--- config.mk ---
export PLATFORM = sky130hd
export DESIGN_NAME = uart_rx_fifo_flat
export DESIGN_NICKNAME = d
export VERILOG_FILES = /design/src/rtl/uart_pkg.sv /design/src/rtl/uart_rx_fifo_if.sv /design/src/rtl/uart_fifo_mem.sv /design/src/rtl/uart_rx_fifo.sv /design/src/flat_wrapper.sv
export SDC_FILE = /design/constraint.sdc
export NUM_CORES = 1
export LEC_CHECK = 0
export CORE_MARGIN = 3
export CORE_UTILIZATION = 54
export DETAILED_ROUTE_END_ITERATION = 10
export PLACE_DENSITY_LB_ADDON = 0.2
export REMOVE_ABC_BUFFERS = 1
export SLEW_MARGIN = 25
export SYNTH_ARGS = -nofsm -noshare
export SYNTH_HDL_FRONTEND = slang
export SYNTH_SLANG_ARGS = --single-unit
export TNS_END_PERCENT = 30
--- constraint.sdc ---
create_clock -name i_clk -period 2.9 [get_ports i_clk]
set_input_delay 0.29 -clock i_clk [delete_from_list [all_inputs] [get_ports i_clk]]
set_output_delay 0.29 -clock i_clk [all_outputs]
set_load 0.03 [all_outputs]
--- src/rtl/uart_pkg.sv ---
// uart_pkg: shared constants and capture-FSM state encoding for the UART
// receive FIFO.
// Contents: default word width / depth, FSM state codes and state enum.
package uart_pkg;

    localparam int unsigned WIDTH_DATA_DEF = 8;
    localparam int unsigned DEPTH_LOG2_DEF = 4;

    // Fixed state codes, kept as plain constants so older tools and probes
    // can decode the state register without the enum type.
    localparam logic [1:0] ST_IDLE = 2'd0;
    localparam logic [1:0] ST_ACK  = 2'd1;
    localparam logic [1:0] ST_WAIT = 2'd2;

    typedef enum logic [1:0] {
        IDLE = ST_IDLE,
        ACK  = ST_ACK,
        WAIT = ST_WAIT
    } state_e;

endpackage

--- src/rtl/uart_rx_fifo_if.sv ---
// uart_rx_fifo_if: receiver-side and consumer-side signals of uart_rx_fifo.
// Signals: i_uart_rdy/i_uart_data/o_uart_re (receiver handshake),
//          o_data/o_valid/i_ready (show-ahead consumer handshake),
//          o_count/o_full (status), o_ovf/i_clr_ovf (overrun flag, only when
//          UART_RX_FIFO_OVF_EN is defined).
// Modports: slave = FIFO view, master = environment view.
interface uart_rx_fifo_if
    import uart_pkg::*;
#(
    parameter int unsigned WIDTH_DATA = WIDTH_DATA_DEF,
    parameter int unsigned DEPTH_LOG2 = DEPTH_LOG2_DEF
);
    logic                  i_uart_rdy;
    logic [WIDTH_DATA-1:0] i_uart_data;
    logic                  o_uart_re;
    logic [WIDTH_DATA-1:0] o_data;
    logic                  o_valid;
    logic                  i_ready;
    logic [DEPTH_LOG2:0]   o_count;
    logic                  o_full;
`ifdef UART_RX_FIFO_OVF_EN
    logic                  o_ovf;
    logic                  i_clr_ovf;

    modport slave (
        input  i_uart_rdy, i_uart_data, i_ready, i_clr_ovf,
        output o_uart_re, o_data, o_valid, o_count, o_full, o_ovf
    );
    modport master (
        output i_uart_rdy, i_uart_data, i_ready, i_clr_ovf,
        input  o_uart_re, o_data, o_valid, o_count, o_full, o_ovf
    );
`else
    modport slave (
        input  i_uart_rdy, i_uart_data, i_ready,
        output o_uart_re, o_data, o_valid, o_count, o_full
    );
    modport master (
        output i_uart_rdy, i_uart_data, i_ready,
        input  o_uart_re, o_data, o_valid, o_count, o_full
    );
`endif
endinterface

--- src/rtl/uart_fifo_mem.sv ---
// uart_fifo_mem: storage array for the receive FIFO.
// Ports: clk; we/waddr/wdata (single synchronous write port);
//        raddr/rdata (asynchronous read port). Contents are not reset.
module uart_fifo_mem #(
    parameter int unsigned WIDTH  = 8,
    parameter int unsigned ADDR_W = 4
) (
    input  logic              clk,
    input  logic              we,
    input  logic [ADDR_W-1:0] waddr,
    input  logic [WIDTH-1:0]  wdata,
    input  logic [ADDR_W-1:0] raddr,
    output logic [WIDTH-1:0]  rdata
);
    localparam int unsigned DEPTH = 1 << ADDR_W;

    logic [WIDTH-1:0] mem [DEPTH];

    always_ff @(posedge clk) begin
        if (we) begin
            mem[waddr] <= wdata;
        end
    end

    assign rdata = mem[raddr];

endmodule

--- src/rtl/uart_rx_fifo.sv ---
// uart_rx_fifo: pulls words from the UART receiver with a one-cycle read
// strobe and buffers them in a circular FIFO with a show-ahead consumer port.
// Ports: i_clk, i_srst (synchronous, active high), bus (uart_rx_fifo_if.slave).
// Option: UART_RX_FIFO_OVF_EN -- when defined, a word arriving on a full FIFO
// is strobed and dropped and the sticky o_ovf flag is raised; otherwise the
// word is left in the receiver (back-pressure).
module uart_rx_fifo
    import uart_pkg::*;
#(
    parameter int unsigned WIDTH_DATA = WIDTH_DATA_DEF,
    parameter int unsigned DEPTH_LOG2 = DEPTH_LOG2_DEF
) (
    input  logic           i_clk,
    input  logic           i_srst,
    uart_rx_fifo_if.slave  bus
);
    localparam int unsigned DEPTH = 1 << DEPTH_LOG2;
    localparam int unsigned CW    = DEPTH_LOG2 + 1;

    state_e                  state_q;
    state_e                  state_d;
    logic [DEPTH_LOG2-1:0]   wr_ptr;
    logic [DEPTH_LOG2-1:0]   rd_ptr;
    logic [CW-1:0]           count;
    logic                    re_q;
    logic [WIDTH_DATA-1:0]   rd_word;

    logic full_c;
    logic valid_c;
    logic push_c;
    logic pop_c;
    logic overrun_c;

    // Full is judged on the registered count, so a pop in the same cycle
    // does not free space until the next cycle.
    assign full_c  = (count == CW'(DEPTH));
    assign valid_c = (count != '0);
    assign push_c  = (state_q == IDLE) && bus.i_uart_rdy && !full_c;
    assign pop_c   = valid_c && bus.i_ready;
`ifdef UART_RX_FIFO_OVF_EN
    assign overrun_c = (state_q == IDLE) && bus.i_uart_rdy && full_c;
`else
    assign overrun_c = 1'b0;
`endif

    // Capture FSM next state: one strobe per receiver word, then wait for
    // the receiver to drop its flag before looking again.
    always_comb begin
        state_d = state_q;
        case (state_q)
            IDLE:    if (push_c || overrun_c) state_d = ACK;
            ACK:     state_d = WAIT;
            WAIT:    if (!bus.i_uart_rdy) state_d = IDLE;
            default: state_d = IDLE;
        endcase
    end

    // State, pointers, occupancy and registered strobe.
    always_ff @(posedge i_clk) begin
        if (i_srst) begin
            state_q <= IDLE;
            wr_ptr  <= '0;
            rd_ptr  <= '0;
            count   <= '0;
            re_q    <= 1'b0;
        end else begin
            state_q <= state_d;
            re_q    <= (state_d == ACK);
            if (push_c) wr_ptr <= wr_ptr + DEPTH_LOG2'(1);
            if (pop_c)  rd_ptr <= rd_ptr + DEPTH_LOG2'(1);
            case ({push_c, pop_c})
                2'b10:   count <= count + CW'(1);
                2'b01:   count <= count - CW'(1);
                default: count <= count;
            endcase
        end
    end

`ifdef UART_RX_FIFO_OVF_EN
    logic ovf_q;

    // Sticky overrun: a new overrun takes priority over a clear.
    always_ff @(posedge i_clk) begin
        if (i_srst) begin
            ovf_q <= 1'b0;
        end else if (overrun_c) begin
            ovf_q <= 1'b1;
        end else if (bus.i_clr_ovf) begin
            ovf_q <= 1'b0;
        end
    end

    assign bus.o_ovf = ovf_q;
`endif

    uart_fifo_mem #(
        .WIDTH  (WIDTH_DATA),
        .ADDR_W (DEPTH_LOG2)
    ) u_mem (
        .clk   (i_clk),
        .we    (push_c),
        .waddr (wr_ptr),
        .wdata (bus.i_uart_data),
        .raddr (rd_ptr),
        .rdata (rd_word)
    );

    assign bus.o_uart_re = re_q;
    assign bus.o_data    = valid_c ? rd_word : '0;
    assign bus.o_valid   = valid_c;
    assign bus.o_count   = count;
    assign bus.o_full    = full_c;

endmodule

--- src/flat_wrapper.sv ---
// flat-port wrapper written by rule: the top's interface ports become plain ports
module uart_rx_fifo_flat import uart_pkg::*;
#(
    parameter int unsigned WIDTH_DATA = WIDTH_DATA_DEF,
    parameter int unsigned DEPTH_LOG2 = DEPTH_LOG2_DEF
)
  (i_clk, i_srst, bus_i_uart_rdy, bus_i_uart_data, bus_i_ready, bus_o_uart_re, bus_o_data, bus_o_valid, bus_o_count, bus_o_full);
  uart_rx_fifo_if #(.WIDTH_DATA(WIDTH_DATA), .DEPTH_LOG2(DEPTH_LOG2)) bus_i ();
  input  logic i_clk;
  input  logic i_srst;
  input wire logic [$bits(bus_i.i_uart_rdy)-1:0] bus_i_uart_rdy;
  input wire logic [$bits(bus_i.i_uart_data)-1:0] bus_i_uart_data;
  input wire logic [$bits(bus_i.i_ready)-1:0] bus_i_ready;
  output wire logic [$bits(bus_i.o_uart_re)-1:0] bus_o_uart_re;
  output wire logic [$bits(bus_i.o_data)-1:0] bus_o_data;
  output wire logic [$bits(bus_i.o_valid)-1:0] bus_o_valid;
  output wire logic [$bits(bus_i.o_count)-1:0] bus_o_count;
  output wire logic [$bits(bus_i.o_full)-1:0] bus_o_full;
  assign bus_i.i_uart_rdy = bus_i_uart_rdy;
  assign bus_i.i_uart_data = bus_i_uart_data;
  assign bus_i.i_ready = bus_i_ready;
  assign bus_o_uart_re = bus_i.o_uart_re;
  assign bus_o_data = bus_i.o_data;
  assign bus_o_valid = bus_i.o_valid;
  assign bus_o_count = bus_i.o_count;
  assign bus_o_full = bus_i.o_full;
  uart_rx_fifo #(.WIDTH_DATA(WIDTH_DATA), .DEPTH_LOG2(DEPTH_LOG2)) u_core (.i_clk(i_clk), .i_srst(i_srst), .bus(bus_i));
endmodule
; ---- Yosys cells after proc, flatten, opt, wreduce, memory -nomap -nowiden
; Memory sizes are Yosys's and may differ from the RTL's. A register that Yosys moved wholly into a read port is not among the register bits.
; Cells that the tools add are included.
[totals]
mem_count = 1
register_bits = 16
ram_bits = 128
[memory_table]
columns = name, words, word_bits, rd, rd_ports_with_merged_regs, wr, line_no
row1 = u_core.u_mem.mem, 16, 8, 1, 1, 1, uart_fifo_mem.sv:17  ; logic [WIDTH-1:0] mem [DEPTH];
[classes]
n_addsub = 4
reduce_logical = 7
mux = 9
n_eq_ne = 6
[op_table]
columns = op, count
row1 = one-hot mux 5 bit (2 select lines), 1
row2 = adder 4 x 1 -> 4 bit (second input constant), 2
row3 = two-way mux 4 bit, 2
row4 = two-way mux 8 bit, 1
row5 = equality test 2 x 1 -> 1 bit (second input constant), 3
row6 = one-hot mux 2 bit (3 select lines), 1
row7 = adder 5 x 1 -> 5 bit (second input constant), 1
row8 = equality test 5 bit (second input constant), 1
row9 = nonzero test 5 bit, 1
row10 = subtractor 5 x 1 -> 5 bit (second input constant), 1
row11 = equality test 2 bit (second input constant), 2
row12 = two-way mux 2 bit, 2
row13 = logical AND 1 bit, 3
row14 = logical NOT 2 bit, 1
row15 = two-way mux 1 bit, 2
row16 = nonzero test 2 bit, 1
row17 = logical NOT 1 bit, 1

; ---- Logic depth before layout (Yosys ltp)
[logic_depth]
word_depth = 6
mapped_depth = 12
depth_no_buf = 10

; ---- By module
; From an unflattened synthesis, not the netlist that was laid out.
[hier_totals]
hier_cells = 331
hier_area_um2 = 5957.0
[modules_own_cells]
columns = module, cells_per_inst, seq_area_each_um2, area_each_um2, n_inst
row1 = uart_fifo_mem, 221, 3843.7, 4987.3, 1
row2 = uart_rx_fifo, 110, 320.3, 969.7, 1

; ---- Worst setup path before layout
; OpenSTA, ideal clock, no wires.
[synth_timing]
kind = reg-to-reg
startpoint = reg u_core.count[2], in the netlist u_core.bus.o_count[2]
endpoint = reg u_core.count[4], in the netlist u_core.bus.o_count[4]
setup_slack_ps = -122
setup_ps = 121
stages_incl_launch_ff = 12
period_less_slack_ps = 3022
path_buffers = 2
required_time_ps = 2779
arrival_ps = 2901
cell_sequence = dfxtp_1 -> clkbuf_1 -> nor4_2 -> a21boi_1 -> ha_1 -> buf_2 -> xor2_1 -> ha_1 -> a21o_1 -> a311oi_2 -> a2111oi_2 -> mux2_4
[synth_between]
elab_cells_between_ends = 11
[synth_lines]
columns = item, line_no
row1 = "start, declared", uart_rx_fifo.sv:24  ; logic [CW-1:0] count;
row2 = "start signal, assigned", uart_rx_fifo.sv:72  ; 2'b10: count <= count + CW'(1);
row3 = "start signal, assigned", uart_rx_fifo.sv:73  ; 2'b01: count <= count - CW'(1);
row4 = "start signal, assigned", uart_rx_fifo.sv:74  ; default: count <= count;
row5 = nonzero test 5 bit *, uart_rx_fifo.sv:37  ; assign valid_c = (count != '0);
row6 = logical AND 1 bit *, uart_rx_fifo.sv:39  ; assign pop_c = valid_c && bus.i_ready;
row7 = net u_core.pop_c, uart_rx_fifo.sv:31  ; logic pop_c;
row8 = equality test 2 x 1 -> 1 bit / equality test 2 bit (equally long branches), uart_rx_fifo.sv:71  ; case ({push_c, pop_c})
row9 = one-hot mux 5 bit (2 select lines) / nonzero test 2 bit (equally long branches), n/a
; The timed path passes the listed nets; every way through them passes the cells marked *.
; A chain may end at the register's enable or synchronous reset.

==> qor.txt <==
CRITICAL PATH
---------------------------------------------------------------------------------
Startpoint class of the critical path                                        flop
Critical setup path kind                                             flop to output pin
CP arrival                                                                2430 ps
Crit-path max FO                                                               32
Worst r2r dst                                                        u_core.bus.o_count[4]$_SDFFE_PP0P_
Category of the worst setup path capture point                         output pin
Last element of the critical path                                    bus_o_data[0]
Cell-by-cell trace of the critical path                              buf_12, mux4_2, mux2i_1, o22ai_1, dlygate4sd2_1
Launch point of the worst reg-to-reg path                            u_core.bus.o_count[1]$_SDFFE_PP0P_
Setup slack of the worst register-to-register path                         260 ps
Worst reg-to-reg path cell count                                               10
Slowest stage cell, crit path                                        sky130_fd_sc_hd__mux4_2
CP max stage delay                                                         530 ps
Req. time, crit path                                                      2610 ps

DETAILED ROUTING
---------------------------------------------------------------------------------
Via count                                                                    3046
Post-detailed-route via-to-cell ratio                                        5.76
Wire per inst                                                             21.2 um
DRC violations left                                                             0
Number of iterations in the first detailed-routing pass                         4
Residual antenna-violating net count after detailed routing                     0
Detailed Route Iter0 Violations                                               226
Routed WL                                                                 11.2 mm

FLOORPLANNING
---------------------------------------------------------------------------------
Placement row count                                                            37
Die span in y                                                              111 um
Total die area                                                         0.0122 mm2
Number of top-level pins                                                       28
Chip Width                                                                 111 um
Initial Utilization                                                         56.4%
Core Area                                                              0.0105 mm2

PLACE
---------------------------------------------------------------------------------
Worst slack at placement                                                 -74.2 ps
Number of placed instances with taps included                                 497
I/O Buffers                                                                    27
Final RePlAce weighted congestion                                           0.797
Final HPWL from detailed placement                                        6.81 mm

LOGIC SYNTHESIS
---------------------------------------------------------------------------------
Synth Flop Type                                                      sky130_fd_sc_hd__edfxtp_1
Async S/R FF share, synth                                                      0%
Number of enable-type register cells in the synthesized netlist               128
Mapped Avg Cell Area                                                     18.1 um2
Warnings from Yosys                                                             0
Sequential-to-total area share from yosys stat                              71.9%
Post-Synthesis Cells                                                          326
Distinct cells, synth                                                          37
Netlist Area Pre-Place                                                0.00590 mm2
Total of flip-flops plus latches after synthesis                              148

MIN PATH
---------------------------------------------------------------------------------
Worst Hold Path Cells                                                           3
Classification of the worst-slack hold path                          input port to flop

POWER
---------------------------------------------------------------------------------
Pwr/cell area                                                          918 mW/mm2
Pleak                                                                     2.34 nW
Worst ir drop on vdd                                                       954 uV

LAYOUT
---------------------------------------------------------------------------------
Net count, final                                                              400
Non-Filler Instances                                                          529
Fillcell total                                                                694
Layout cell share with drive strength beyond 1                              24.9%
Area overhead of the layout relative to synthesis                           19.5%
Diodes inserted                                                                 0

STA
---------------------------------------------------------------------------------
Total Neg Setup Slack                                                        0 ps
Hold Fails Final Rpt                                                            0
Final worst slack                                                          176 ps
Post-layout minimum cycle time                                            2720 ps
Count of final max-slew check failures                                          0
Final setup violation count                                                     0
FMAX                                                                    0.367 GHz
Setup skew after layout                                                   5.44 ps
Tightest hold margin                                                       362 ps
Max transition margin                                                       45.1%
Transition time at the pin with the least slew margin                      821 ps
Part of the cycle the worst path needs                                      93.9%
RSZ-0062 raised after global routing                                           no

OUTCOME
---------------------------------------------------------------------------------
Status                                                                  completed

CLOCK TREE
---------------------------------------------------------------------------------
Clock tree from TritonCTS                                                    done
Post-CTS Repair Setup Buffers                                                   0
Clock slew at reported path FFs                                             60 ps
Clock sinks                                                                   148
Hold-fix buffer count after cts                                                 0
Library cell used as clock root buffer                               sky130_fd_sc_hd__clkbuf_8
Clock latency of the later-clocked register in the worst-skew pair         520 ps
Clock buffer count from CTS                                                    17
Buffer depth of the longest clock path                                          2
Deepest level of the CTS H-tree                                                 4

GLOBAL ROUTE
---------------------------------------------------------------------------------
Number of global-route vias before repair                                    3125
Global router's overall resource usage                                      19.2%
First-pass GRT wire length                                                17.4 mm
Number of antenna violations at the first check in global routing               0
Total global routing overflow                                                   0
Maximum number of pins on one net before global-route repair                   33

RUN
---------------------------------------------------------------------------------
Max-cap violation count                                                         0

[critical path: cells and delay by family (launching register included)]
kind,cells,cell delay (ps)
buffers and inverters,2,640
multiplexers,2,760
AO/OA/AOI/OAI,1,150
flip-flops,1,340
[worst min-delay path by stage]
| stage | startpoint | to | slack [ps] |
|---|---|---|---|
| floorplan | i_srst | u_core.state_q[1]$_SDFF_PP0_ | 360 |
| global placement | u_core.state_q[0]$_SDFF_PP0_ | u_core.state_q[1]$_SDFF_PP0_ | 470 |
| detailed placement | u_core.state_q[0]$_SDFF_PP0_ | u_core.state_q[1]$_SDFF_PP0_ | 490 |
| CTS | bus_i_uart_rdy | u_core.state_q[1]$_SDFF_PP0_ | 340 |
| global route | bus_i_uart_rdy | u_core.state_q[1]$_SDFF_PP0_ | 360 |
| finish | bus_i_uart_rdy | u_core.state_q[1]$_SDFF_PP0_ | 360 |
[registers in the layout (all words and copies together) (netlist names), named ones only]
signal,cells
u_core.state_q,2
u_core.rd_ptr,4
u_core.bus.o_count,5
u_core.bus.o_uart_re,1
u_core.u_mem.mem,128
u_core.wr_ptr,4
[layout by cell type (no fill, tap or decap), types with 4 or more instances in the layout]
| cell type | count |
|---|---|
| sky130_fd_sc_hd__buf_4 | 28 |
| sky130_fd_sc_hd__clkbuf_16 | 16 |
| sky130_fd_sc_hd__clkdlybuf4s50_1 | 19 |
| sky130_fd_sc_hd__clkinvlp_4 | 5 |
| sky130_fd_sc_hd__dfxtp_1 | 19 |
| sky130_fd_sc_hd__dlygate4sd2_1 | 4 |
| sky130_fd_sc_hd__edfxtp_1 | 128 |
| sky130_fd_sc_hd__ha_1 | 8 |
| sky130_fd_sc_hd__inv_1 | 4 |
| sky130_fd_sc_hd__mux2i_1 | 18 |
| sky130_fd_sc_hd__mux4_2 | 32 |
| sky130_fd_sc_hd__nand2_1 | 11 |
| sky130_fd_sc_hd__nand2b_1 | 5 |
| sky130_fd_sc_hd__nor2_1 | 32 |
| sky130_fd_sc_hd__nor3_1 | 4 |
| sky130_fd_sc_hd__o22ai_1 | 9 |
| sky130_fd_sc_hd__xor2_1 | 7 |
[area by class of cell]
type / instances / area (um2) / area share (%)
flip-flops and latches: 148 / 4250 / 60.2
repair buffers: 54 / 488 / 6.92
clock inverters: 13 / 136 / 1.93
inverters: 4 / 15.0 / 0.213
clock buffers: 19 / 422 / 5.98
multi-input cells: 155 / 1580 / 22.3
well taps: 136 / 170 / 2.41
[cell usage after synthesis (2+ instances only)]
cell | number | area (um2)
sky130_fd_sc_hd__a21oi_1 | 3 | 15.0
sky130_fd_sc_hd__mux2i_1 | 18 | 180
sky130_fd_sc_hd__o22ai_1 | 9 | 56.3
sky130_fd_sc_hd__nor3_1 | 4 | 20.0
sky130_fd_sc_hd__nand2_1 | 12 | 45.0
sky130_fd_sc_hd__clkbuf_1 | 10 | 37.5
sky130_fd_sc_hd__inv_1 | 4 | 15.0
sky130_fd_sc_hd__nand2b_1 | 6 | 37.5
sky130_fd_sc_hd__buf_1 | 3 | 11.3
sky130_fd_sc_hd__ha_1 | 8 | 100
sky130_fd_sc_hd__mux4_2 | 32 | 721
sky130_fd_sc_hd__nand4_1 | 2 | 12.5
sky130_fd_sc_hd__buf_2 | 6 | 30.0
sky130_fd_sc_hd__xor2_1 | 7 | 61.3
sky130_fd_sc_hd__xnor2_1 | 2 | 17.5
sky130_fd_sc_hd__nor2_1 | 32 | 120
sky130_fd_sc_hd__a21o_1 | 2 | 15.0
sky130_fd_sc_hd__dfxtp_1 | 20 | 400
sky130_fd_sc_hd__edfxtp_1 | 128 | 3840
[power by group]
group	leakage [nW]	total, mW	internal [mW]	switching [mW]
clock	0.255	2.03	1.22	0.815
combinational	0.763	1.93	0.866	1.06
sequential	1.32	2.51	2.42	0.0887
[repair_timing]
action	CTS	global route
gates resized for setup	7	1
pin swaps	0	0
endpoints found under the setup margin	5	1
cloned	0	0
[logic make-up after synthesis]
group	count (synthesis)	synth area share, %
DFF	148	71.9
and+or+nand+nor	64	5.05
muxes	51	15.5
AOI/OAI and AO/OA	23	2.86
buffers and inverters	23	1.59
xor gates and xnor gates	9	1.34
adders and majority gates	8	1.70
[metrics by stage]
stage	utilization, %	cell area [um2]	total power, mW
4_1_cts	67.4	7050	6.55
3_5_place_dp	62.0	6480	4.51
3_3_place_gp	62.0	6480	4.47
6_report	67.4	7050	6.47
2_1_floorplan	-	5820	3.78
5_1_grt	67.4	7050	6.74
[per-layer routing]
layer	share of wire (%)	track usage (%)	wire length, um
met4	1.3	6.90	146
met2	52	32.0	5820
met5	0	0	0
met3	7.0	4.55	786
met1	40	25.0	4450
(Power assumes the default switching activity.)
==> RTL change: new RTL, same flow settings <==
Change the package constant `WIDTH_DATA_DEF` from 8 to 9.
--- a/src/rtl/uart_pkg.sv
+++ b/src/rtl/uart_pkg.sv
@@ -4,5 +4,5 @@
 package uart_pkg;
 
-    localparam int unsigned WIDTH_DATA_DEF = 8;
+    localparam int unsigned WIDTH_DATA_DEF = 9;
     localparam int unsigned DEPTH_LOG2_DEF = 4;
 
Interface: changed (resized bus_i_uart_data and bus_o_data); port bits go from 28 to 30. The function was not compared with the original's and may differ.
==> RTL change against the unedited design <==
Routed wire length is 6.7% higher. Setup slack better by 0.022 ns. Highest routed layer unchanged. Sequential cell count rose by 16. Area after synthesis up 10%. Total power is 7.4% higher. First-iteration DRC count increased by 46%. Core utilization decreased by 1.3 points. Cell area up 8.8%.
==> RTL change: results (changes against the unedited design) <==
----------------------------------------------------
[Drt]
  DR vias ... 3,290 (+8.0%)
  Detailed-route wire length per cell ... 21.2 µm (+0.23%)
  Count of routing violations after the opening detailed-route iteration ... 331 (+46%)
  Amount of wire on met3 after detailed routing ... 835 µm (+6.2%)
  Length of routed met2 wiring ... 6120 µm (+5.1%)

[Worst setup path]
  Cell with the biggest individual delay on the critical path ... nor4_2
  Critical register-to-register path startpoint ... u_core.bus.o_count[0]$_SDFFE_PP0P_
  Number of cells on the worst reg-to-reg path ... 9 (-1)
  Max FO, Critical Path ... 5 (-84%)
  Slack of the worst reg-to-reg path ... 0.20 ns (-0.06 ns)
  Critical path data arrival time ... 3.00 ns (+0.57 ns)

[Placed design]
  Detailed placer's ending HPWL ... 7470 µm (+9.7%)
  Buffers on Ports ... 29 (+7.4%)
  RD Place Congestion ... 0.761 (-4.5%)
  Worst setup timing slack at the placement stage ... -0.116 ns (-0.0421 ns)
  Dpl cell area ... 0.00711 mm² (+9.7%)

[Layout]
  Flip-flop count of the largest register, all copies and words added ... 144 (+13%)
  Proportion of layout cells with a drive suffix above 1 ... 24.8% (-0.17 points)

[STA]
  Layout Skew ... 0.00905 ns (+0.00361 ns)
  Fin Hold WS ... 0.496 ns (+0.134 ns)

[Pwr]
  Maximum resistive drop on vdd ... 602 µV (-37%)
  Design internal power ... 4.95 mW (+9.8%)
  LEAKAGE ... 2.52 nW (+8.0%)

[Global route]
  Number of global-route vias before repair ... 3,582 (+15%)
  GR Util All Layers ... 20.2% (+0.97 points)
  Pin count of the biggest net entering global routing ... 30 (-9.1%)
  First-pass GRT wire length ... 19,200 µm (+10%)

[Worst hold path]
  Type of the worst min-delay path ... reg2reg
  Source of the worst hold timing path ... u_core.state_q[0]$_SDFF_PP0_
  Depth of the worst hold-timing path ... 2 (-1)

[Logic synthesis]
  EDFF count, synth ... 144 (+13%)
  Portion of the post-synthesis area used by sequential elements ... 72.7% (+0.72 points)
  Top post-synthesis cells by count ... 144 x edfxtp_1, 36 x mux4_2, 32 x nor2_1
  Cell area after synthesis ... 0.00650 mm² (+10%)
  Biggest area contributors in the synthesized netlist ... edfxtp_1 66%, mux4_2 12%, dfxtp_1 6.2%

[Clock tree]
  Worst-skew pair later-pin latency ... 0.41 ns (-0.11 ns)

[Status]
  Result of the run ... complete, no violations

----------------------------------------------------
RTL change: final cells by class:
| type | instances | area [µm²] |
|---|---|---|
| flip-flops and latches | 164 | 4730 |
| fillers | 810 | 3940 |
| multi-input cells | 162 | 1680 |
| repair buffers | 58 | 510 |
| clock buffers | 24 | 452 |
| well taps | 143 | 179 |
| clock inverters | 8 | 114 |
| inverters | 4 | 15.0 |
RTL change: logic make-up (layout without fill, tap and decap cells):
| logic type | Yosys count | after routing | synth area share, % |
|---|---|---|---|
| flops | 164 | 164 | 72.7 |
| simple gates | 64 | 64 | 4.58 |
| mux | 57 | 57 | 15.8 |
| compound gates | 24 | 24 | 2.69 |
| buf+inv | 24 | 94 | 1.54 |
| xor+xnor | 9 | 9 | 1.21 |
| fa+ha+maj | 8 | 8 | 1.54 |
RTL change: critical path, delay by kind of cell, from the launching register on:
kind                       cells  cell delay (ns)
and+or+nand+nor                1             0.50
adders and majority gates      2             0.49
AOI/OAI and AO/OA              4             0.77
xor gates and xnor gates       1             0.15
DFF                            1             0.36
muxes                          1             0.33
RTL change: metrics by stage:
stage	util [%]	cells
2_1_floorplan	-	330
6_report	66.1	563
4_1_cts	66.1	563
3_3_place_gp	61.2	531
3_5_place_dp	61.2	531
5_1_grt	66.1	563
RTL change: worst max-delay path by stage:
stage	slack (ns)	to	start	depth (start not counted)
finish	0.20	u_core.bus.o_count[4]$_SDFFE_PP0P_	u_core.bus.o_count[0]$_SDFFE_PP0P_	9
global route	0.003	u_core.bus.o_count[4]$_SDFFE_PP0P_	u_core.bus.o_count[0]$_SDFFE_PP0P_	10
CTS	0.17	u_core.bus.o_count[4]$_SDFFE_PP0P_	u_core.bus.o_count[0]$_SDFFE_PP0P_	9
detailed placement	-0.12	u_core.bus.o_count[4]$_SDFFE_PP0P_	bus_i_uart_rdy	11
global placement	-0.02	u_core.bus.o_count[4]$_SDFFE_PP0P_	bus_i_uart_rdy	11
floorplan	-0.04	bus_o_data[0]	flop	3
RTL change: layer usage:
metal  global-route usage [%]  vias to the layer above
met5                        0                        -
li1                         -                     1497
met3                     5.17                        8
met4                     7.73                        0
met2                     32.9                      105
met1                     26.6                     1680
RTL change: power by group through the flow:
| stage | clock, mW | combinational [mW] | sequential [mW] |
|---|---|---|---|
| 6_report | 2.14 | 2.04 | 2.77 |
| 5_1_grt | 2.29 | 2.22 | 2.78 |
| 4_1_cts | 2.20 | 2.08 | 2.77 |
| 3_5_place_dp | 0 | 2.07 | 2.82 |
| 3_3_place_gp | 0 | 2.04 | 2.81 |
| 2_1_floorplan | 0 | 1.17 | 2.98 |
